**src/rtl/ps2_rx.sv**
```systemverilog
// rtl/ps2_rx.sv - PS/2 device-to-host frame receiver (optional parity check: PS2_RX_PARITY_CHECK_EN)
module ps2_rx #(
   parameter int SYNC_STAGES    = 2,
   parameter int FILTER_LEN     = 4,
   parameter int TIMEOUT_CYCLES = 50000
) (
   input  logic       i_clk,
   input  logic       i_rst,
   input  logic       i_ps2_clk,
   input  logic       i_ps2_data,
   input  logic       i_spa,
   output logic       o_cap,
   output logic [7:0] o_dap,
   output logic       o_err,
   output logic       o_busy
);

   localparam int FW = $clog2(FILTER_LEN + 1);
   localparam int TW = $clog2(TIMEOUT_CYCLES + 1);

   typedef enum logic [1:0] {S_IDLE, S_DATA, S_PARITY, S_STOP} state_t;

   logic [SYNC_STAGES-1:0] r_csync;
   logic [SYNC_STAGES-1:0] r_dsync;
   logic [FW-1:0]          r_fcnt;
   logic                   r_fclk;
   state_t                 r_state;
   logic [2:0]             r_bit;
   logic [7:0]             r_sh;
   logic [TW-1:0]          r_to;
`ifdef PS2_RX_PARITY_CHECK_EN
   logic                   r_par;
`endif

   logic w_sclk;
   logic w_sdata;
   logic w_fall;
   logic w_frame_ok;

   assign w_sclk  = r_csync[SYNC_STAGES-1];
   assign w_sdata = r_dsync[SYNC_STAGES-1];
   // The filtered clock drops in exactly this cycle, so data is sampled alongside it.
   assign w_fall  = r_fclk && !w_sclk && (r_fcnt == FW'(FILTER_LEN - 1));

`ifdef PS2_RX_PARITY_CHECK_EN
   assign w_frame_ok = w_sdata && (^{r_sh, r_par});
`else
   assign w_frame_ok = w_sdata;
`endif

   assign o_busy = (r_state != S_IDLE);

   // Synchronisers; preset high so reset looks like an idle bus.
   always_ff @(posedge i_clk or posedge i_rst) begin
      if (i_rst) begin
         r_csync <= '1;
         r_dsync <= '1;
      end else begin
         r_csync <= {r_csync[SYNC_STAGES-2:0], i_ps2_clk};
         r_dsync <= {r_dsync[SYNC_STAGES-2:0], i_ps2_data};
      end
   end

   // Glitch filter: the filtered clock follows only after FILTER_LEN differing samples in a row.
   always_ff @(posedge i_clk or posedge i_rst) begin
      if (i_rst) begin
         r_fclk <= 1'b1;
         r_fcnt <= '0;
      end else if (w_sclk == r_fclk) begin
         r_fcnt <= '0;
      end else if (r_fcnt == FW'(FILTER_LEN - 1)) begin
         r_fclk <= w_sclk;
         r_fcnt <= '0;
      end else begin
         r_fcnt <= r_fcnt + 1'b1;
      end
   end

   // Frame FSM with timeout and registered strobes.
   always_ff @(posedge i_clk or posedge i_rst) begin
      if (i_rst) begin
         r_state <= S_IDLE;
         r_bit   <= '0;
         r_sh    <= '0;
         r_to    <= '0;
         o_cap   <= 1'b0;
         o_err   <= 1'b0;
         o_dap   <= 8'h00;
`ifdef PS2_RX_PARITY_CHECK_EN
         r_par   <= 1'b0;
`endif
      end else begin
         o_cap <= 1'b0;
         o_err <= 1'b0;
         if (r_state == S_IDLE || w_fall) begin
            r_to <= '0;
         end else begin
            r_to <= r_to + 1'b1;
         end

         if (w_fall) begin
            case (r_state)
               S_IDLE: begin
                  if (!w_sdata) begin
                     r_state <= S_DATA;
                     r_bit   <= '0;
                  end
               end
               S_DATA: begin
                  r_sh <= {w_sdata, r_sh[7:1]};
                  if (r_bit == 3'd7) begin
                     r_state <= S_PARITY;
                  end else begin
                     r_bit <= r_bit + 1'b1;
                  end
               end
               S_PARITY: begin
`ifdef PS2_RX_PARITY_CHECK_EN
                  r_par <= w_sdata;
`endif
                  r_state <= S_STOP;
               end
               default: begin
                  if (!w_frame_ok) begin
                     o_err <= 1'b1;
                  end else if (i_spa) begin
                     o_cap <= 1'b1;
                     o_dap <= r_sh;
                  end
                  r_state <= S_IDLE;
               end
            endcase
         end else if (r_state != S_IDLE && r_to == TW'(TIMEOUT_CYCLES - 1)) begin
            // Line went quiet mid-frame: drop the partial byte.
            r_state <= S_IDLE;
            o_err   <= 1'b1;
         end
      end
   end

endmodule

```
**config.mk**
```make
export PLATFORM = sky130hd
export DESIGN_NAME = ps2_rx
export DESIGN_NICKNAME = d
export VERILOG_FILES = /design/src/rtl/ps2_rx.sv
export SDC_FILE = /design/constraint.sdc
export NUM_CORES = 1
export LEC_CHECK = 0
export CELL_PAD_IN_SITES_DETAIL_PLACEMENT = 1
export CELL_PAD_IN_SITES_GLOBAL_PLACEMENT = 1
export CORE_ASPECT_RATIO = 0.75
export CORE_UTILIZATION = 46
export CTS_CLUSTER_SIZE = 24
export DETAILED_ROUTE_END_ITERATION = 6
export PLACE_DENSITY = 0.83
export SETUP_SLACK_MARGIN = 0.15
export SLEW_MARGIN = 10
export SYNTH_ARGS = -nofsm -noshare
export SYNTH_HDL_FRONTEND = slang
export SYNTH_SLANG_ARGS = --single-unit
```
**constraint.sdc**
```tcl
create_clock -name i_clk -period 2.5 [get_ports i_clk]
set_clock_uncertainty 0.2 [all_clocks]
set_input_delay 0.25 -clock i_clk [delete_from_list [all_inputs] [get_ports i_clk]]
set_output_delay 0.25 -clock i_clk [all_outputs]
set_load 0.05 [all_outputs]
```
==> metrics.md, run 1 <==
| Metric | Value |
|---|---|
| Largest cells by area after synthesis | dfrtp_1, mux2_2, dfstp_2, ha_1, nor2_1 |
| Most common cell in the netlist | dfrtp_1 |
| Setup_tns | 0 ps |
| Core Rows | 20 |
| I/O Buffers | 15 |
| Met3 WL post-DR | roughly 120 um |
| DR WL met2 | 2297 um |
| Non-filler cells in the finished layout | around 260 |
| Final setup viols | 0 |
| Leakage power | approximately 1.1 nW |
| Post-Syn Area | around 2100 um^2 |
| Die area | ~4900 um^2 |
| Max-Cap Viols | 0 |
| Root buffer cell | clkbuf_8 |
| Met1 wire length | roughly 2100 um |
| CTS tree | done |
| Gpl congestion | 0.7480 |
| Fin area | approximately 2400 um^2 |
| Slew Limit Fails | 0 |
| First-pass GRT wire length | ~7600 um |
| Dpl hpwl | 3329 um |
| Final clock period utilization by the worst path | 0.8857 |
| CTS Buf Count | 5 |
| Post-Route WL | 4528 um |
| Area Overhead vs Synth | 14.68% |
| Drt initial violations | 51 |
| Outcome | completed |
| Post-synth cell types | 38 |
| Antenna diodes | 0 |
| Die Span Y | 60.82 um |
| DP Cell Count | 250 |
| PnR Total Power | approximately 1.6 mW |
| Primary FF master, synth | dfrtp_1 |
| Sequential element share of the synthesized area | 0.5572 |
| Total track usage | 0.2105 |
| CP Max Fanout | 7 |
| Clock slew at reported path FFs | ~90 ps |
| Ratio of cells with drive above 1 in the final layout | 0.1675 |
| Routed WL per cell | roughly 18 um |
| Largest net degree at the start of global routing | 23 |
| Top Metal Used | met4 |
| Flops & latches, synth | 47 |
| Endpoint type of the worst setup path | primary output |
| Worst slew pin tran | between 700 and 800 ps |
| Clock latency on the worst-skew pair | just under 300 ps |
| Post-Synthesis Cells | ~180 |
| Post-route minimum period | approximately 2200 ps |
| Initial Util | 0.5018 |
| Core Area | 4229 um^2 |
| Ys async rst share | 1.000 |
| EDFF count, synth | 0 |
| Synthesized net count | slightly below 200 |
| Synth warnings | 0 |
| Synth area leader | dfrtp_1 |
| Detailed-route via count | 1421 |
| Initial antenna violation count | 0 |
| 1st-pass router iterations | 4 |
| Synth Area per Inst | 11.53 um^2 |
| Number of global-route vias before repair | 1551 |
| Number of remaining DRC errors | 0 |
| Arrival time worst endpoint | between 1500 and 2000 ps |
| Power per cell area | ~660 nW/um^2 |
| CTS sink count | 47 |
| Synth top area share | 0.4953 |
| Post-CTS Setup Repair Bufs | 0 |
| Layout Nets | 217 |
| Die X | between 80 and 90 um |
| Crit start category | register |
| Crit path required time | between 2000 and 2500 ps |
| Drt via density | 5.508 |
| Routed Antenna Nets | 0 |
| Peak supply drop | 567.1 uV |
| CTS H-tree depth | 2 |
| Final Hold Viols | 0 |
| Placed cell area | around 2300 um^2 |
| Unrepaired setup endpoints after global routing | false |
| Post-synth top cells | dfrtp_1, mux2_2, nor2_1, nand2_1, ha_1 |
| CTS Buffer Depth | 2 |
| Tightest Hold Check Type | primary input to async pin |
| Worst slew margin | 0.4929 |
| WS Path Type | register to primary output |
| Fmax | about 450 MHz |
| Total congestion overflow | 0 |
| I/O Pins | 16 |
[where the power goes]
part	leakage (nW)	switching (mW)	internal, mW
Combinational	0.411	0.195	0.0977
Clock	0.0484	0.245	0.227
Sequential	0.636	0.0376	0.809
[worst paths after layout]
path                       cells past startpoint              startpoint                     end  slack [ps]
min reg2reg                                    0    r_dsync[0]$_DFF_PP1_    r_dsync[1]$_DFF_PP1_         160
max                                            4  r_state[0]$_DFFE_PP0P_                  o_busy         290
max in group asynchronous                      3                   i_rst       r_to[6]$_DFF_PP0_        1380
max reg2reg                                    6    r_csync[1]$_DFF_PP1_  r_state[0]$_DFFE_PP0P_         290
min                                            2                   i_rst     r_sh[6]$_DFFE_PP0P_         110
min in group i_clk                             1              i_ps2_data    r_dsync[0]$_DFF_PP1_         160
[worst max-delay path, cell delays in order (launching register included)]
cell and delay, ps:
dfrtp_1 470, inv_1 120, ha_1 290, inv_1 80, dlygate4sd2_1 520
[through the flow]
step	worst slack [ps]	utilization	hold WS, ps
floorplan	404.8	-	54.48
global placement	363.6	0.5500	146.5
detailed placement	271.8	0.5500	155.1
CTS	204.5	0.5722	128.4
global route	191.9	0.5754	144.1
finish	285.6	0.5754	105.3
[kinds of logic after synthesis]
| kind of cell | synth area share |
|---|---|
| AND/OR/NAND/NOR | 0.1704 |
| flip-flops | 0.5572 |
| AO/OA/AOI/OAI | 0.05661 |
| multiplexers | 0.08490 |
| buffers and inverters | 0.02654 |
| XOR/XNOR | 0.04540 |
| adder cells (fa/ha/maj) | 0.05896 |
[timing repair]
action | in CTS | in global routing
endpoints found under the setup margin | 1 | 3
hold buffers | 0 | 0
resized for setup | 1 | 2
endpoints found under the hold margin | 0 | 0
[flip-flops by register name, summed over array words and instances (netlist names)]
name     cells
o_cap        1
o_dap        8
o_err        1
r_bit        3
r_csync      2
r_dsync      2
r_fclk       1
r_fcnt       3
r_sh         8
r_state      2
r_to        16
[layer usage]
metal  track usage  up-vias
met3       0.04812        6
met1        0.2730      726
li1              -      671
met5             0        -
met2        0.3632       18
met4       0.05357        0
[placed cells by master (no fill, tap or decap), types with 2 or more instances in the layout]
cell,synthesis,layout
dfrtp_1,42,42
mux2_2,16,16
nor2_1,16,16
nand2_1,15,15
clkdlybuf4s50_1,0,14
ha_1,10,10
inv_1,7,6
nand3_1,6,6
nand4_1,6,6
xnor2_1,6,6
clkbuf_8,0,6
a21oi_1,5,5
xor2_1,5,5
dfstp_2,5,5
o21ai_0,4,4
o22ai_1,3,3
nor2b_1,3,3
nor3_1,3,3
o211ai_1,2,2
a2bb2oi_1,2,2
nand2b_1,2,2
or4_1,2,2
and3_1,2,2
or3_1,2,2
buf_4,0,2
[final cells by class]
class                      instances  area, um^2
inverter                           7       26.28
sequential                        47        1182
clock inverter                     1       8.758
tap                               55       68.82
multi-input combinational        124       897.1
fill                             459        1795
timing repair buffer              17       163.9
clock buffer                       7       86.33
Power figures use the tool's default switching activity.
==> inputs of run 2 (changes only) <==
--- a/config.mk
+++ b/config.mk
@@ -11,7 +11,7 @@
 export CORE_UTILIZATION = 46
 export CTS_CLUSTER_SIZE = 24
 export DETAILED_ROUTE_END_ITERATION = 6
-export PLACE_DENSITY = 0.83
+export PLACE_DENSITY_LB_ADDON = 0.1
 export SETUP_SLACK_MARGIN = 0.15
 export SLEW_MARGIN = 10
 export SYNTH_ARGS = -nofsm -noshare
==> metrics.md, run 2 (synthesis gave the netlist of run 1 again) <==
| Metric | Value |
|---|---|
| CTS sink count | 47 |
| Fin area | between 2000 and 2500 um^2 |
| Setup_tns | 0 ps |
| Unrepaired setup endpoints after global routing | false |
| 1st-pass router iterations | 5 |
| Area Overhead vs Synth | 15.57% |
| Crit path required time | 2050 ps |
| Endpoint type of the worst setup path | primary output |
| Clock slew at reported path FFs | around 90 ps |
| CP Max Fanout | 7 |
| Worst path cell trace | inv_1, ha_1, inv_1, dlygate4sd2_1 |
| Most flops, register | r_to |
| R2r setup slk | around 370 ps |
| Total track usage | 0.2237 |
| Number of global-route vias before repair | between 1500 and 2000 |
| Drt initial violations | 88 |
| Root buffer cell | clkbuf_8 |
| Final Hold Viols | 0 |
| Antenna diodes | 0 |
| R2r startpoint | r_fclk$_DFFE_PP1P_ |
| Post-route minimum period | 2191 ps |
| Leakage power | about 1.1 nW |
| Bufs and invs on worst path | 3 |
| Post-CTS Setup Repair Bufs | 0 |
| Peak supply drop | roughly 350 uV |
| Die Span Y | between 60 and 70 um |
| Fmax | about 460 MHz |
| Final setup viols | 0 |
| Max-Cap Viols | 0 |
| Layout Nets | about 220 |
| Commonest non-fill, non-tap cell in the layout | dfrtp_1 |
| Core Area | about 4200 um^2 |
| WS Path Type | register to primary output |
| Number of remaining DRC errors | 0 |
| Power per cell area | ~690 nW/um^2 |
| First-pass GRT wire length | 7872 um |
| Tightest Hold Check Type | primary input to async pin |
| CP top delay family | buffers and inverters |
| Routed WL per cell | 17.73 um |
| Arrival time worst endpoint | ~1700 ps |
| Die area | between 4000 and 5000 um^2 |
| Detailed-route via count | approximately 1400 |
| CTS tree | done |
| Crit path from | r_state[0]$_DFFE_PP0P_ |
| CP max stage delay | approximately 520 ps |
| Routed Antenna Nets | 0 |
| Clock latency on the worst-skew pair | ~300 ps |
| Max reg flops | 16 |
| Top flop regs | r_to x16, o_dap x8, r_sh x8 |
| Crit start category | register |
| Placed cell area | 2346 um^2 |
| Post-Route WL | 4575 um |
| Dpl hpwl | 3333 um |
| Core Rows | 20 |
| PnR Total Power | around 1.7 mW |
| CTS Buffer Depth | 2 |
| Ratio of cells with drive above 1 in the final layout | 0.1675 |
| Slowest CP cell | dlygate4sd2_1 |
| Outcome | completed |
| Critical Path Sink | o_busy |
| Largest net degree at the start of global routing | 30 |
| Worst slew margin | 0.5080 |
| Final core occ | 0.5799 |
| Worst hold slack | between 80 and 90 ps |
| CTS H-tree depth | 2 |
| Drt via density | roughly 5.5 |
| Initial antenna violation count | 0 |
| R2r worst-path depth | 5 |
| Most used cell along the critical path | inv_1 |
| I/O Pins | 16 |
| Worst slew pin tran | 733.4 ps |
| Final clock period utilization by the worst path | 0.8764 |
| Levels on crit path | 4 |
| Total congestion overflow | 0 |
| Most frequent cells in the layout | dfrtp_1, mux2_2, nor2_1 |
| I/O Buffers | 15 |
| Die X | ~80 um |
| Gpl congestion | between 0.7 and 0.8 |
| R2R Path End | o_dap[3]$_DFFE_PP0P_ |
| Initial Util | 0.5018 |
| Slew Limit Fails | 0 |
| CTS Buf Count | 5 |
run 2: cell count changes in the layout (fill, tap and decap cells not counted), sizes merged:
cell | previous run | this run
bufinv | 0 | 1
clkinv | 2 | 1
clkbuf | 7 | 6
buf | 2 | 3
run 2: report_power, final:
part           internal [mW]  switching [mW]
combinational          0.108           0.192
sequential             0.809          0.0348
clock                  0.293           0.251
total                   1.21           0.478
run 2: worst min path at each step:
| stage | to | depth (start not counted) | slack [ps] | from |
|---|---|---|---|---|
| 2_1_floorplan | r_csync[0]$_DFF_PP1_ | 0 | 50 | i_ps2_clk |
| 3_3_place_gp | r_dsync[1]$_DFF_PP1_ | 0 | 150 | r_dsync[0]$_DFF_PP1_ |
| 3_5_place_dp | r_dsync[1]$_DFF_PP1_ | 0 | 150 | r_dsync[0]$_DFF_PP1_ |
| 4_1_cts | r_to[14]$_DFF_PP0_ | 2 | 90 | i_rst |
| 5_1_grt | r_to[5]$_DFF_PP0_ | 2 | 120 | i_rst |
| 6_report | r_to[5]$_DFF_PP0_ | 2 | 80 | i_rst |
run 2: through the flow:
| stage | worst slack, ps | instances |
|---|---|---|
| after floorplan | 404.8 | 184 |
| after global placement | 377.8 | 251 |
| after detailed placement | 277.0 | 251 |
| after CTS | 265.5 | 258 |
| after global routing | 183.3 | 258 |
| final | 309.1 | 258 |
run 2: final cells by class:
class / count / area [um^2]
clock buffers: 6 / 72.57
clock inverters: 1 / 30.03
fillers: 460 / 1777
inverters: 7 / 26.28
multi-input cells: 124 / 888.4
flip-flops and latches: 47 / 1182
well taps: 55 / 68.82
repair buffers: 18 / 183.9
run 2: worst reg2reg max path: cells and delay by family (launching register included):
kind	cells	cell delay [ps]
DFF	1	550
and+or+nand+nor	3	730
adders and majority gates	1	150
muxes	1	380
run 2: repair_timing:
action	4_1_cts	5_1_grt
gates cloned	0	0
pin swaps	0	0
resized for setup	1	1
hold buffers	0	0
endpoints found under the setup margin	1	8
endpoints found under the hold margin	0	0
run 2: per-layer routing:
metal / track usage / vias up / share of wire
met4: 0.08163 / 0 / 0.011
met5: 0 / - / 0
met2: 0.3511 / 29 / 0.47
li1: - / 675 / -
met3: 0.06165 / 6 / 0.028
met1: 0.3017 / 716 / 0.49
